[src/rtl/div_check_mul.sv]
// Shift-add multiply-accumulate: rebuilds P = Q*D + R over W iterations.
// Used to check the restoring divider's output, and also as a small stand-alone multiplier.
module div_check_mul #(
  parameter int W = 6
) (
  input  logic           clk,
  input  logic           rst,
  input  logic           start,
  input  logic [W-1:0]   q_in,
  input  logic [W-1:0]   d_in,
  input  logic [W:0]     r_in,
  output logic           busy,
  output logic           done,
  output logic [2*W-1:0] p_out,
  output logic           ovf,
  output logic           rem_lt_d
);

  // state | meaning
  // IDLE  | waiting for start; last result held on the outputs
  // RUN   | one shift-add iteration per cycle, W cycles in total
  // DONE  | one-cycle done pulse; start is ignored here
  typedef enum logic [1:0] {IDLE, RUN, DONE} state_t;

  localparam int CW = (W > 1) ? $clog2(W) : 1;
  localparam logic [CW-1:0] CNT_LAST = CW'(W - 1);

  state_t           state_q, state_d;
  logic [2*W:0]     acc_q, acc_d;
  logic [2*W:0]     mcand_q, mcand_d;
  logic [W-1:0]     mplier_q, mplier_d;
  logic [CW-1:0]    cnt_q, cnt_d;
  logic [2*W-1:0]   p_q, p_d;
  logic             ovf_q, ovf_d;
  logic             rlt_q, rlt_d;
  logic [2*W:0]     sum;

  always_ff @(posedge clk or posedge rst) begin
    if (rst) begin
      state_q  <= IDLE;
      acc_q    <= '0;
      mcand_q  <= '0;
      mplier_q <= '0;
      cnt_q    <= '0;
      p_q      <= '0;
      ovf_q    <= 1'b0;
      rlt_q    <= 1'b0;
    end else begin
      state_q  <= state_d;
      acc_q    <= acc_d;
      mcand_q  <= mcand_d;
      mplier_q <= mplier_d;
      cnt_q    <= cnt_d;
      p_q      <= p_d;
      ovf_q    <= ovf_d;
      rlt_q    <= rlt_d;
    end
  end

  always_comb begin
    state_d  = state_q;
    acc_d    = acc_q;
    mcand_d  = mcand_q;
    mplier_d = mplier_q;
    cnt_d    = cnt_q;
    p_d      = p_q;
    ovf_d    = ovf_q;
    rlt_d    = rlt_q;
    sum      = mplier_q[0] ? (acc_q + mcand_q) : acc_q;

    case (state_q)
      IDLE: begin
        if (start) begin
          mcand_d  = {{(W+1){1'b0}}, d_in};
          mplier_d = q_in;
          acc_d    = {{W{1'b0}}, r_in};
          cnt_d    = '0;
          rlt_d    = (d_in != '0) && (r_in < {1'b0, d_in});
          state_d  = RUN;
        end
      end
      RUN: begin
        acc_d    = sum;
        mcand_d  = mcand_q << 1;
        mplier_d = mplier_q >> 1;
        cnt_d    = cnt_q + 1'b1;
        // Final iteration publishes the post-add value in the same edge.
        if (cnt_q == CNT_LAST) begin
          p_d     = sum[2*W-1:0];
          ovf_d   = sum[2*W];
          state_d = DONE;
        end
      end
      DONE: begin
        state_d = IDLE;
      end
      default: begin
        state_d = IDLE;
      end
    endcase
  end

  assign busy     = (state_q != IDLE);
  assign done     = (state_q == DONE);
  assign p_out    = p_q;
  assign ovf      = ovf_q;
  assign rem_lt_d = rlt_q;

endmodule
[config.mk]
export PLATFORM = sky130hd
export DESIGN_NAME = div_check_mul
export DESIGN_NICKNAME = d
export VERILOG_FILES = /design/src/rtl/div_check_mul.sv
export SDC_FILE = /design/constraint.sdc
export NUM_CORES = 1
export LEC_CHECK = 0
export BUFFER_PORTS_ARGS = -buffer_cell sky130_fd_sc_hd__buf_2
export CELL_PAD_IN_SITES_DETAIL_PLACEMENT = 1
export CELL_PAD_IN_SITES_GLOBAL_PLACEMENT = 1
export CORE_UTILIZATION = 45
export CTS_BUF_LIST = sky130_fd_sc_hd__clkbuf_4
export DETAILED_ROUTE_END_ITERATION = 12
export GPL_ROUTABILITY_DRIVEN = 0
export HOLD_SLACK_MARGIN = 0.05
export PLACE_DENSITY = 0.84
export SYNTH_ARGS = -nofsm -noshare
export SYNTH_HDL_FRONTEND = slang
export SYNTH_SLANG_ARGS = --single-unit
[constraint.sdc]
create_clock -name clk -period 3.05 [get_ports clk]
set_clock_uncertainty 0.1 [all_clocks]
set_input_delay 0.1525 -clock clk [delete_from_list [all_inputs] [get_ports clk]]
set_output_delay 0.1525 -clock clk [all_outputs]
set_load 0.1 [all_outputs]
==> impl_metrics.ini <==
[synthesis]
synth-main-ff-cell = dfrtp_1
synth_warnings = 0
yosysSeqAreaShare_pct = 44.2
synth_top_cell_area_share_pct = 44.2
synth.cell_area_sq_mm = 0.00289
yosysTopAreaCell = dfrtp_1
synthTopCellsByArea = dfrtp_1 44%, nand2_1 9.4%, ha_1 8.2%
async_flop_share_pct = 100
synth_area_per_cell_sq_um = 8.82
syn_inst = 327
yosys_register_bits = 51
synth-edff-count = 0
synth.distinct_cells = 43
syn-num-nets = 369

[drt]
post_drt_wl_per_cell_um = 19.1
vias = 2703
drc = 0
ant_nets = 0
first_pass_iters = 4
routed_wl_mm = 8.69
drt_iter0_drc = 98
viasPerCell = 5.93

[global_route]
grtUsageTotal_pct = 29.6
grt_pass1_vias = 3024
grt.overflow.total = 0
antenna_found_initial = 0
grt_pass1_wl_mm = 14.7
grt_max_degree = 52

[die]
core_area_sq_mm = 0.00606
dieArea_sq_mm = 0.00674
start_util_pct = 47.6
die_h_um = 82.1
die_w_um = 82.1
io_pins = 38
num_rows = 28

[cts]
cts_tree = built
clock_sinks = 51
cts_buffers = 5
clock_insertion_delay_worst_skew_ns = 0.38
cts.clk_slew.worst_paths_ns = 0.16
h-tree-depth = 2
post_cts.repair.setup_buffers = 0
cts.path.max_buffers = 2
cts.repair.resized = 0
cts-root-buf = clkbuf_4

[place]
dpl.cell_count = 428
portBuffers = 37
pre_cts_slack_ns = 0.646
hpwlAfterDp_mm = 5.41

[finish]
multi_input_area_sq_mm = 0.00150
fillCellCount = 725
drive_gt1_share_pct = 15.0
fin_nets = 422
fin_util_pct = 56.8
antenna_cells = 0
ff_latch_area_sq_mm = 0.00128
instances_no_fill = 456
area_growth_pct = 19.3

[critical_path]
cpMaxStageDelayCell = fa_1
cpPeakStageDelay_ns = 0.45
path_class = register to register
worstPathCellList = ha_1, fa_1, a211oi_2, o21ai_2, a31o_1, a31oi_1, xor2_1, o21ai_1
crit_fanout = 3
cp-start-kind = register
worst_ep_arrival_time_ns = 2.61
endpoint_kind = register
required_ns = 3.22

[timing]
fmax_mhz = 410
slew_violations = 0
rsz0062_at_grt = no
fin_crit_sh_pct = 79.9
period_minus_slack_ns = 2.44
fin_tns_setup_ns = 0
setup_viol = 0
max-slew-margin-rel_pct = 16.3
hold_violations = 0
worst_slew_pin_slew_ns = 1.26
fin_ws_ns = 0.613

[run]
drv_cap = 0

[status]
outcome = finished clean

[worst_hold_path]
holdCritPathClass = primary input to register
==> cells in the final DEF (no fill, tap or decap), types with 7 or more instances in the layout <==
cell / count
ha_1: 19
dlygate4sd3_1: 20
nor2_1: 19
a31oi_1: 11
buf_2: 37
o21ai_0: 29
dfrtp_1: 51
nand3_1: 9
a21oi_1: 18
xor2_1: 7
nand2_1: 72
inv_1: 9
==> per-layer routing <==
metal  GRT usage [%]  vias up  wire length [um]  part of all wire, %
met4            12.3        0               276                  3.2
met2            53.4       91              4490                   52
met1            34.4     1334              3490                   40
met3            5.00       31               430                  4.9
met5               0        -                 0                    0
li1                -     1247                 -                    -
==> critical path: cells and delay by family, from the launching register on <==
family	cells	cell delay [ns]
adders and majority gates	2	0.67
xor gates and xnor gates	1	0.21
AOI/OAI and AO/OA	5	0.90
DFF	1	0.44
==> kinds of logic (layout without fill, tap and decap cells) <==
family,count (synthesis),in the layout,share of synthesized area [%]
AOI/OAI and AO/OA,90,90,19.5
and+or+nand+nor,123,123,18.6
adders and majority gates,20,20,8.93
buffers and inverters,27,81,3.69
muxes,5,5,1.73
DFF,51,51,44.2
xor gates and xnor gates,11,11,3.34
==> area by class of cell <==
class | count | share of cell area, %
Clock buffer | 5 | 1.09
Clock inverter | 3 | 1.96
Inverter | 11 | 1.20
Multi-Input combinational cell | 249 | 43.7
Sequential cell | 51 | 37.1
Tap cell | 75 | 2.73
Timing Repair Buffer | 62 | 12.3
==> repair_timing <==
action | in CTS | in global routing
hold buffers | 20 | 0
endpoints found under the setup margin | 0 | 0
endpoints found under the hold margin | 71 | 0
==> Yosys cell counts (3+ instances only) <==
master and instances:
a211o_1 4, xnor2_1 4, o21ai_1 4, a22oi_1 3
clkbuf_1 10, buf_2 3, inv_1 10, mux2i_1 5
dfrtp_1 51, nor2_1 19, nand3_1 9, nand4_1 6
xor2_1 7, o21ai_0 29, o21a_1 3, nor2b_1 4
nand2_1 72, a21o_1 5, a31oi_1 11, a21oi_1 18
ha_1 19, and3_1 6
==> through the flow <==
| step | hold slack [ns] | instance area, sq um |
|---|---|---|
| floorplan | 0.158 | 2890 |
| global placement | 0.248 | 3140 |
| detailed placement | 0.255 | 3140 |
| CTS | 0.174 | 3440 |
| global route | 0.188 | 3440 |
| finish | 0.166 | 3440 |
==> registers in the layout (all words and copies together), names as in the netlist <==
| signal | flops |
|---|---|
| acc_q | 13 |
| cnt_q | 3 |
| mcand_q | 13 |
| mplier_q | 6 |
| ovf | 1 |
| p_out | 12 |
| rem_lt_d | 1 |
| state_q | 2 |
==> path summary, 6_finish.rpt <==
check                                            start               endpoint  slack, ns  cells past startpoint
worst max-delay path            mcand_q[0]$_DFFE_PP0P_  p_out[10]$_DFFE_PP0P_       0.61                      8
worst min-delay path                             start   cnt_q[2]$_DFFE_PP0P_       0.17                      3
worst max register to register  mcand_q[0]$_DFFE_PP0P_  p_out[10]$_DFFE_PP0P_       0.61                      8
worst min register to register    p_out[4]$_DFFE_PP0P_   p_out[4]$_DFFE_PP0P_       0.39                      2
max in group asynchronous                          rst  acc_q[12]$_DFFE_PP0P_       1.73                      3
min in group asynchronous                          rst   acc_q[7]$_DFFE_PP0P_       0.46                      3
Power is not shown: default switching activity piles up to over one toggle a cycle in this logic, so the estimate is an artifact.
